### src/rtl/mem_clear_seq.sv
// mem_clear_seq: sweeps a word range writing a constant fill value, with handshake, pacing gap and status
module mem_clear_seq #(
   parameter int                 ADDR_W    = 25,
   parameter int                 DATA_W    = 16,
   parameter logic [DATA_W-1:0]  FILL      = '0,
   parameter logic [ADDR_W-1:0]  LAST_ADDR = {ADDR_W{1'b1}},
   parameter int                 GAP       = 9
) (
   input  logic              clk_sys,
   input  logic              reset_n,
   input  logic              start,
   input  logic              abort,
   input  logic              mem_busy,
   output logic [ADDR_W-1:0] mem_addr,
   output logic [DATA_W-1:0] mem_din,
   output logic              mem_we,
   output logic              active,
   output logic              done,
   output logic [7:0]        progress
);
   localparam int GW = GAP > 1 ? $clog2(GAP) : 1;
   localparam logic [GW-1:0] GAP_LD = GW'(GAP > 0 ? GAP - 1 : 0);
   typedef enum logic [1:0] {ST_IDLE, ST_GAP, ST_REQ, ST_FIN} state_t;
   state_t            state, state_nx;
   logic [ADDR_W-1:0] addr_nx;
   logic [GW-1:0]     cnt, cnt_nx;
   logic              done_nx;
   assign mem_din  = FILL;
   assign mem_we   = state == ST_REQ;
   assign active   = state == ST_REQ || state == ST_GAP;
   assign progress = mem_addr[ADDR_W-1 -: 8];
   // state, address, gap counter and sticky done; reset forces idle outputs at once
   always_ff @(posedge clk_sys or negedge reset_n) begin
      if (!reset_n) begin
         state    <= ST_IDLE;
         mem_addr <= '0;
         cnt      <= '0;
         done     <= 1'b0;
      end else begin
         state    <= state_nx;
         mem_addr <= addr_nx;
         cnt      <= cnt_nx;
         done     <= done_nx;
      end
   end
   // next-state: abort beats start, a final accept ends the sweep, GAP=0 keeps strobing every cycle
   always_comb begin
      state_nx = state;
      addr_nx  = mem_addr;
      cnt_nx   = cnt;
      done_nx  = done;
      case (state)
         ST_IDLE, ST_FIN: begin
            if (start && !abort) begin
               state_nx = ST_REQ;
               addr_nx  = '0;
               done_nx  = 1'b0;
            end
         end
         ST_GAP: begin
            if (abort) begin
               state_nx = ST_IDLE;
               addr_nx  = '0;
               cnt_nx   = '0;
               done_nx  = 1'b0;
            end else if (cnt == '0) begin
               state_nx = ST_REQ;
            end else begin
               cnt_nx = cnt - GW'(1);
            end
         end
         default: begin
            if (abort) begin
               state_nx = ST_IDLE;
               addr_nx  = '0;
               cnt_nx   = '0;
               done_nx  = 1'b0;
            end else if (!mem_busy) begin
               if (mem_addr == LAST_ADDR) begin
                  state_nx = ST_FIN;
                  done_nx  = 1'b1;
               end else begin
                  addr_nx = mem_addr + ADDR_W'(1);
                  if (GAP > 0) begin
                     state_nx = ST_GAP;
                     cnt_nx   = GAP_LD;
                  end
               end
            end
         end
      endcase
   end
endmodule

### config.mk
export PLATFORM = sky130hd
export DESIGN_NAME = mem_clear_seq
export DESIGN_NICKNAME = d
export VERILOG_FILES = /design/src/rtl/mem_clear_seq.sv
export SDC_FILE = /design/constraint.sdc
export NUM_CORES = 1
export LEC_CHECK = 0
export ABC_AREA = 1
export CAP_MARGIN = 20
export CELL_PAD_IN_SITES_DETAIL_PLACEMENT = 1
export CELL_PAD_IN_SITES_GLOBAL_PLACEMENT = 2
export CORE_ASPECT_RATIO = 1.4
export CORE_MARGIN = 1.5
export CORE_UTILIZATION = 26
export CTS_BUF_LIST = sky130_fd_sc_hd__clkbuf_8
export CTS_CLUSTER_DIAMETER = 200
export DETAILED_ROUTE_END_ITERATION = 7
export GPL_TIMING_DRIVEN = 0
export PLACE_DENSITY = 0.9
export SETUP_SLACK_MARGIN = 0.02
export SYNTH_ARGS = -nofsm -noshare
export SYNTH_HDL_FRONTEND = slang
export SYNTH_SLANG_ARGS = --single-unit
### constraint.sdc
create_clock -name clk_sys -period 1.7 [get_ports clk_sys]
set_input_delay 0.51 -clock clk_sys [delete_from_list [all_inputs] [get_ports clk_sys]]
set_output_delay 0.51 -clock clk_sys [all_outputs]
set_load 0.03 [all_outputs]
### Yosys cells after proc, flatten, opt, wreduce, memory -nomap -nowiden

Index checks and enable logic that the tools add are counted.
W data, S select, Z words.

* flip-flop bits (word level): 32
* bits in latches: 0
* RAM bits: 0
* bits in read-only memories: 0
* input port bits: 5
* logic and storage cells: 56
* memories: 0

* add/subtract/negate cells: 2
* $mul: 0
* div/mod/pow operators: 0
* $lt $le $gt $ge: 0
* equal/unequal tests: 13
* shift-type cells: 0
* muxes and demuxes: 25
* bitwise logic cells: 1
* reductions and logical operators: 11

Operator list (number)
* $mux W25: 5
* $pmux W25 S2: 1
* $add A25 B1 Y25 const B: 1
* $eq A25 B25 Y1 const B: 1
* $mux W4: 5
* $mux W2: 6
* $ne A3 B2 Y1 const B: 4
* $reduce_and A4 Y1: 3
* $pmux W4 S2: 1
* $ne A3 B3 Y1 const B: 2
* $mux W1: 5
* $eq A2 B2 Y1 const B: 2
* $logic_not A4 Y1: 1
* $ne A2 B2 Y1 const B: 2
* $ne A4 B2 Y1 const B: 1
* $pmux W2 S2: 1
* $sub A4 B1 Y4 const B: 1
* $reduce_and A3 Y1: 1
* $reduce_bool A3 Y1: 1
* $eq A2 B1 Y1 const B: 1
* $logic_not A2 Y1: 1
* $pmux W1 S2: 1
* $reduce_or A2 Y1: 1
* $logic_and A1 B1 Y1: 1
* 3 further kinds: 3

### Longest topological paths before layout

Gate-level depths: netlist of the first run.

* word-level depth: 5
* depth in mapped cells: 10
* gate-level depth less buffers: 10

### Worst setup path before layout of the first run

Ideal clock, no wire load.

* path kind: reg-to-reg
* start point: register mem_addr[0]
* end point: register mem_addr[11]
* library setup time: 122 ps
* arrival: 1724 ps
* data required time: 1578 ps
* setup slack: -146 ps
* cell stages (with the launch flop): 10
* buffers on the path: 1
* path through: dfrtp_1 > ha_1 > nand2_1 > nor2_4 > nand2_4 > nor2_8 > nand4_4 > nand3_2 > buf_6 > o21ai_2

* cells in the longest elaborated chain, start to end: 5
* elaborated cells between the ends (all ways): 8
* those cells by class: 1 x add/sub; 2 x eq/ne; 4 x mux; 1 x reduce/logical

RTL lines
* start, declared: line 14 `output logic [ADDR_W-1:0] mem_addr,`
* start signal, assigned: line 41 `mem_addr <= addr_nx;`
* $add A25 B1 Y25: line 83 `addr_nx = mem_addr + ADDR_W'(1);`
* $mux W25: line 79 `if (mem_addr == LAST_ADDR) begin`
* $mux W25: line 78 `end else if (!mem_busy) begin`
* $mux W25: line 73 `if (abort) begin`
* $pmux W25 S2: line 52 `case (state)`

Several ways; a longest one is shown, not always the timed one. The select of a mux whose other input is x is not followed.
A chain may end at the register's enable or synchronous reset.

### Worst setup path in the final report of the first run

* start point: register state[1]
* end point: output active

* cells in the longest elaborated chain, start to end: 2
* elaborated cells between the ends (all ways): 3
* those cells by class: 2 x eq/ne; 1 x reduce/logical

RTL lines
* start, declared: line 24 `state_t state, state_nx;`
* start signal, assigned: line 40 `state <= state_nx;`
* $eq A2 B2 Y1 / $eq A2 B1 Y1 (equally long branches): line 30 `assign active = state == ST_REQ || state == ST_GAP;`
* $logic_or A1 B1 Y1 (*): line 30
* end, declared: line 17 `output logic active,`

Every way passes the cells marked *; elsewhere a longest branch is shown, timed or not.

==> impl.org, run 1 <==
** Job
- Across the run, the number of max-cap violations was 0.

** Global routing
- Met1 demand-to-capacity share in global routing :: 0.160
- Maximum number of pins on one net before global-route repair :: 33
- The initial antenna violation count was 0.
- Met3 usage in global routing :: 0.0288
- The number of global-route vias before repair is 2285.
- Global-route layer with the greatest usage :: met2
- First-pass GRT wire length :: about 11000 um
- Total global routing track utilization :: 0.156
- Global routing finished with a remaining overflow of 0.
- Met2 Track Usage GR :: 0.305

** Clocking
- CTS saw 32 sinks.
- Clock transition at the register clock pins on the worst setup and hold paths after CTS :: 80 ps
- TritonCTS built the clock tree.
- Clock tree buffer depth :: 2
- TritonCTS created 5 clock buffers.
- The cell sitting at the root of the clock tree is a clkbuf_8.
- H-Tree Level Count :: 2
- Buffers inserted to repair hold after CTS numbered 0.
- The later pin in the worst-skew pair is clocked with a latency of 300 ps.

** Final layout
- 0 antenna diodes ended up in the layout.
- The finished layout holds between 400 and 500 standard cells, fillers aside.
- Fill cell total of the finished layout :: approximately 1000
- Summing all non-filler instances in the final layout gives an area of 0.00350 mm^2.
- Of the cells placed in the final design, the portion with a size suffix greater than 1 is 0.475.
- At the end of the flow, the number of nets in the layout was 396.
- Relative to the synthesized area, the layout overhead comes to 54.1%.

** Synth
- Area of the mapped netlist :: around 0.0023 mm^2
- In the synthesized netlist the dominant register cell turns out to be dfrtp_1.
- In the synthesized netlist, the number of instances is slightly below 300.
- Avg Cell Area, Syn :: 7.69 um^2
- Counting flops and latches in the post-synthesis netlist gives 32.
- Library cells used by synthesis :: 28
- Share of synthesized flip-flops with an asynchronous set or reset :: 1.00
- For this run, the register share of the synthesized area comes to 0.353.
- Total number of yosys warnings :: 0
- Yosys mapped a number of flops with a built-in enable equal to 0.

** STA
- Once routing completed, OpenROAD measured the worst setup slack at -60.9 ps.
- In the finished design, the share of the clock period the worst path needs comes to 1.04.
- RSZ-0062 raised after global routing :: true
- Setup violations remaining at the end of the flow were counted as 16.
- Measured against its own limit, the worst slew margin works out to 0.477.
- Sum of negative setup slack :: -287 ps
- Subtracting the final worst setup slack from the clock period gives ~1800 ps.
- Pins Over Slew Limit :: 0
- The hold violation count in the final report was 0.
- Between clock sinks in the finished design, the worst skew comes to approximately 7.8 ps.
- At the pin with the least slew margin, the transition time is just under 800 ps.
- For this run, the top clock speed supported by timing is 0.568 GHz.

** Pwr
- Power per cell area :: between 1000 and 1500 mW/mm^2
- LEAKAGE :: around 1.7 nW
- Maximum resistive drop on vdd :: 0.766 mV

** Placed design
- Once placement finished, the instance area stood at approximately 0.0029 mm^2.
- Placed wire-length estimate after detailed placement :: 4700 um
- Gpl congestion :: 0.806
- Input and output buffers added on the ports amount to 40.
- Post-placement setup slack :: -580 ps
- In this run, placement finished with an instance count of 455.

** Floorplanning
- Core Area :: 0.00851 mm^2
- Starting utilization of the core area :: 0.267
- From bottom edge to top edge, the die measures 114 um.
- Cell Rows :: 40
- I/O Pins :: between 50 and 60
- The floorplan step defined a die boundary enclosing 0.00931 mm^2.
- The floorplan step set the die width to 82.0 um.

** Route
- Dividing the detail-routed wire length by the instance count gives about 15 um.
- Starting DRT DRC Count :: 74
- After detailed routing, the total wire length is approximately 7200 um.
- The first TritonRoute pass finished after 4 iterations.
- Post-detailed-route via-to-cell ratio :: 4.54
- Post-route antenna net violation count :: 0
- After detailed routing, the number of remaining DRC violations is 0.
- Count of vias placed by the detailed router :: 2234

** Worst setup path
- The worst setup path is of the reg2out kind.
- For this design, the slowest cell found on the critical path is dfrtp_1.
- Number of gates on the worst path with buffers counted :: 3
- Measured in cells, the most critical reg-to-reg path has a length of 10.
- Delay of the slowest cell on the worst path :: 430 ps
- Along the worst path, the maximum fanout reaches 5.
- Broken down by cell family, the worst path's largest delay share belongs to flip-flops.
- CP endpoint kind :: output pin
- For the worst setup path, the data arrival time is 1250 ps.
- The number of buffers and inverters on the critical path is 2.
- List of cells traversed by the critical path :: ha_4, inv_4, buf_6
- At the worst endpoint, the required time is 1190 ps.
- Kind of start point of the critical path :: flop

** Status
- The run finished, with violations left.
- The checks that failed: setup timing.

** Min path
- The tightest min-delay check is of the in2async type.
## area by class of cell
cell class | count | area (um^2) | share of cell area
plain buffers | 26 | 215 | 0.0615
clock buffers | 6 | 82.6 | 0.0236
clock inverters | 2 | 10.0 | 0.00286
inverters | 24 | 92.6 | 0.0265
multi-input cells | 226 | 1470 | 0.420
flip-flops and latches | 32 | 826 | 0.236
well taps | 105 | 131 | 0.0376
repair buffers | 71 | 671 | 0.192
## flip-flops by register name, summed over array words and instances, names as in the netlist
register and flops:
mem_addr 25, cnt 4, state 2, done 1
## timing repair
action	4_1_cts	5_1_grt
cloned	3	0
buffers inserted	21	9
gates resized for setup	142	68
pin swaps	5	6
setup endpoints to repair	68	48
## logic make-up (layout without fill, tap and decap cells)
family                   after synthesis  after routing  share of synthesized area
AND/OR/NAND/NOR                      155            155                      0.310
buffers and inverters                 52            129                      0.139
flip-flops                            32             32                      0.353
AO/OA/AOI/OAI                         30             30                     0.0921
XOR/XNOR                              20             20                     0.0772
adder cells (fa/ha/maj)                5              5                     0.0276
other                                  1             16                    0.00165
## cells in the final DEF (no fill, tap or decap), types with 2 or more instances in the layout
cell and count:
nor3_1 2, xnor2_1 9, ha_4 2, nor2_1 25, buf_12 4, ha_1 3, dlygate4sd2_1 9, inv_1 20
buf_8 2, nor2_4 7, nand2_1 70, conb_1 16, inv_2 3, clkdlybuf4s15_2 10, nand3_2 4, clkbuf_2 7
nand2_2 11, nand4_1 6, o21ai_1 2, buf_4 46, dfrtp_1 12, o21ai_0 2, nor2_2 3, o21ai_2 22
clkdlybuf4s15_1 5, buf_2 3, nand2_4 13, xor2_1 10, clkinv_2 2, dfrtp_2 20, clkbuf_8 6, buf_6 9
nand3_1 8
## power by group
part           internal [W]  total (W)  switching (W)
sequential         0.000854   0.000931      0.0000764
combinational       0.00116    0.00265        0.00149
clock              0.000324   0.000646       0.000323
## synth_stat cells, drive strengths merged (2+ instances only)
master,count,area (um^2)
a21oi,2,10.0
buf,28,225
dfrtp,32,801
ha,5,62.6
inv,24,90.1
nand2,95,374
nand3,13,70.1
nand4,7,58.8
nor2,36,176
nor3,2,10.0
o21ai,27,191
xnor2,9,78.8
xor2,11,96.3
## worst paths after layout
path / slack [ps] / to / from
max: -60 / active / state[1]
min: 280 / mem_addr[4] / reset_n
max reg2reg: -20 / mem_addr[9] / mem_addr[0]
min reg2reg: 490 / cnt[1] / cnt[1]
max in group asynchronous: 850 / mem_addr[20] / reset_n
min in group clk_sys: 490 / cnt[1] / cnt[1]
## worst reg2reg max path: stages, from the launching register on
cell and delay (ps):
dfrtp_2 380, buf_6 110, ha_4 140, nand2_4 50
nor2_4 130, nand2_4 100, nor2_8 120, nand4_4 170
nand3_4 190, buf_12 170, o21ai_2 60
## through the flow
| stage | util | total power, W | hold WS [ps] |
|---|---|---|---|
| after CTS | 0.395 | 0.00424 | 313 |
| final | 0.411 | 0.00423 | 284 |
| after floorplan | - | 0.00204 | 214 |
| after global routing | 0.411 | 0.00448 | 348 |
| after global placement | 0.338 | 0.00244 | 457 |
| after detailed placement | 0.338 | 0.00249 | 478 |
## layer usage
metal  up-vias  part of all wire
met5         -                 0
met4         0             0.012
met3         8             0.037
met2        45              0.59
met1      1111              0.36
li1       1070                 -
No activity file was read; power rests on OpenSTA's default activity.
==> inputs of run 2 (changes only) <==
CORE_MARGIN = not set   (was 1.5)
CTS_CLUSTER_SIZE = 25   (was not set)
HOLD_SLACK_MARGIN = 0.15   (was not set)
==> impl.org, run 2 (synthesized netlist as in run 1, its figures left out) <==
** Status
- Run status :: finished with violations
- Failing checks :: setup timing

** Final layout
- The top cell types in the final layout, fill and taps aside, are 69 x nand2_1, 45 x buf_4, 26 x nor2_1, 20 x inv_1, 19 x o21ai_2.
- Flip-flop count of the largest register after layout :: 25 (unchanged)
- Proportion of layout cells with a drive suffix above 1 :: 0.445 (-0.0301)
- The share of the core filled with cells in the final layout was 0.400 (-0.0107).
- The final non-filler cell total was 489 (-0.61%).
- The largest registers in the layout are mem_addr: 25 flops, cnt: 4 flops, state: 2 flops.
- Sequential cell area :: 821 um^2 (-0.61%)
- Leading cell type in the layout, fill and taps excluded :: nand2_1
- Antenna Cells :: 0 (unchanged)
- Fill cell total of the finished layout :: 1014 (+0.20%)
- Nets :: 393 (-0.76%)
- mem_addr holds more flip-flops than any other register.
- The area used by multi-input combinational logic was 0.00145 mm^2 (-1.7%).
- Area growth from synthesis to layout :: 50.1%

** STA
- Hold Vio Cnt, Final :: 0 (unchanged)
- Worst Slack Setup Final :: -27.0 ps (+33.9 ps)
- Shortest period the worst path allows :: 1730 ps (-33.9 ps)
- The total of endpoints with negative setup slack in the final report came to 3 (-13).
- Pins Over Slew Limit :: 0 (unchanged)
- The worst clock skew was 5.74 ps (-2.02 ps).
- Worst slew slack as a fraction of its limit :: 0.482 (+0.00429)
- Setup repair after global routing could not meet its margin everywhere.
- The final worst hold slack came to 288 ps (+4.58 ps).
- Ratio of final minimum period to clock period :: 1.02 (-0.0200)
- Slew @ Worst Pin :: 777 ps (-6.43 ps)
- Highest achievable clock rate :: 0.579 GHz (+2.0%)

** Global routing
- The global routing met3 resource utilization is 0.0244 (-0.00441).
- Global-route layer with the greatest usage :: met2
- Maximum number of pins on one net before global-route repair :: 33 (unchanged)
- Met2 Track Usage GR :: 0.270 (-0.0354)
- The global-route wire length before repair came to 10200 um (-7.0%).
- Met1 demand-to-capacity share in global routing :: 0.164 (+0.00395)
- Total global routing track utilization :: 0.146 (-0.00967)
- The number of global-route vias before repair came to 2119 (-7.3%).
- The initial antenna violation count came to 0 (unchanged).
- Sum of overflow across all layers after global routing :: 0 (unchanged)

** Pwr
- The total power divided by cell area came to 1180 mW/mm^2 (-2.6%).
- Switching portion of total power :: 0.443 (-0.00408)
- The standby leakage power came to 1.67 nW (-0.18%).
- The internal power component is 0.00223 W (-4.4%).
- The share of total power in sequential cells was 0.232 (+0.012).
- Maximum resistive drop on vdd :: 0.782 mV (+2.2%)
- Gate power share :: 0.610 (-0.017)
- PnR Total Power :: 0.00401 W (-5.1%)
- The relative contribution of the clock network to total power came to 0.158 (+0.005).
- P_sw :: 0.00178 W (-6.0%)

** Route
- The count of unresolved DRC violations after routing was 0 (unchanged).
- Pre-Repair DR Iteration Count :: 4 (unchanged)
- The routed via count is 2178 (-2.5%).
- The final antenna-violating net count came to 0 (unchanged).
- Detailed-route wire length :: 6660 um (-8.1%)
- The mean routed wirelength per cell was 13.6 um (-7.5%).
- The average vias per placed instance was 4.45 (-1.9%).
- The DRC marker count from the first detailed-route iteration came to 34 (-54%).

** Placed design
- Placed wire-length estimate after detailed placement :: 4570 um (-2.7%)
- The total of buffers placed on input and output ports came to 40 (unchanged).
- # placed instances :: 455 (unchanged)
- Gpl congestion :: 0.756 (-6.2%)
- The worst setup slack before clock tree synthesis came to -553 ps (+26.4 ps).

** Worst setup path
- Standard cell with the maximum stage delay on the critical path :: dfrtp_2
- Crit path buffers/inverters :: 2 (unchanged)
- STA classifies the critical path startpoint as a flop.
- The critical path is of the reg2reg type.
- CP endpoint kind :: flop
- Counting stages on the worst path, the most repeated cell is nand2_4.
- Arr. time, crit path :: 1940 ps (+690 ps)
- List of cells traversed by the critical path :: buf_6, ha_4, nand2_4, nor2_4, nand2_4, nor2_8, nand4_4, nand2_8, clkbuf_16, nand2_2, o21ai_1
- The maximum cell stage delay along the critical path came to 370 ps (-60 ps).
- The data required time of the critical path came to 1920 ps (+730 ps).
- The maximum fanout count along the critical path is 6 (+1).
- Among cell families on the critical path, the largest total delay comes from simple AND/OR/NAND/NOR gates.

** Clocking
- The buffer depth of the longest clock path is 2 (unchanged).
- The number of clock sinks is 32 (unchanged).
- TritonCTS built the clock tree.
- Clock transition at the register clock pins on the worst setup and hold paths after CTS :: 70 ps (about the same)
- The total CTS buffers came to 5 (unchanged).
- The H-tree depth came to 2 (unchanged).
- Skew-Pair Late Insertion Delay :: 290 ps (about the same)
- Hold buffers post-CTS :: 0 (unchanged)
- CTS root buf :: clkbuf_8

** Floorplanning
- The number of core rows is 40 (unchanged).
- The area of the die was 0.00911 mm^2 (-2.1%).
- Starting utilization of the core area :: 0.267 (unchanged)
- Core Area :: 0.00851 mm^2 (unchanged)
- I/O Pins :: 57 (unchanged)
- Chip height :: 113 um (-0.88%)
- The width of the die came to 81.0 um (-1.2%).

** Job
- The reported max-cap violation count came to 0 (unchanged).

** Min path
- Worst min-delay path category :: in2async
==> run 2: final timing paths <==
kind	from	endpoint	slack [ps]	cells past startpoint
setup / recovery	mem_addr[0]	mem_addr[24]	-30	11
hold / removal	reset_n	mem_addr[6]	290	1
setup reg to reg	mem_addr[0]	mem_addr[24]	-30	11
hold reg to reg	cnt[0]	cnt[0]	490	2
max in group asynchronous	reset_n	mem_addr[22]	860	1
min in group clk_sys	cnt[0]	cnt[0]	490	2
==> run 2: what timing repair did <==
action                                  4_1_cts  5_1_grt
gates cloned                                  0        2
resized for setup                            82      110
setup buffers                                10       14
endpoints found under the setup margin       68       53
pin swaps                                     4        6
==> run 2: worst register-to-register path, cell delays in order (launching register included) <==
cell and delay (ps):
dfrtp_2 370, buf_6 110, ha_4 140, nand2_4 50
nor2_4 140, nand2_4 100, nor2_8 120, nand4_4 160
nand2_8 160, clkbuf_16 180, nand2_2 50, o21ai_1 60
==> run 2: metal layers <==
metal,routed length [um],up-vias
met2,3780,45
met4,123,0
li1,-,1066
met3,227,10
met1,2530,1057
met5,0,-
==> run 2: stage by stage <==
step                area, um^2  setup TNS, ps
detailed placement        2870         -15820
global placement          2880         -34490
floorplan                 2350              0
CTS                       3050          -26.2
global route              3410          -1900
finish                    3410          -58.6
==> run 2: power groups by stage <==
stage | sequential (W) | combinational [W] | clock (W)
2_1_floorplan | 0.000984 | 0.00105 | 0
3_3_place_gp | 0.000944 | 0.00149 | 0
4_1_cts | 0.000927 | 0.00170 | 0.000649
6_report | 0.000930 | 0.00245 | 0.000634
5_1_grt | 0.000945 | 0.00265 | 0.000684
3_5_place_dp | 0.000950 | 0.00154 | 0
==> run 2: final cells by class <==
type | count | area share
clock buffer | 6 | 0.0242
tap | 105 | 0.0386
timing repair buffer | 66 | 0.169
buffer | 28 | 0.0734
inverter | 24 | 0.0272
clock inverter | 2 | 0.00294
sequential | 32 | 0.241
multi-input combinational | 226 | 0.424
==> inputs of run 3 (changes only) <==
CTS_CLUSTER_DIAMETER = 30   (was 200)
==> results of run 3 <==
The final DEF is identical to that of run 2; final timing and power are the same.
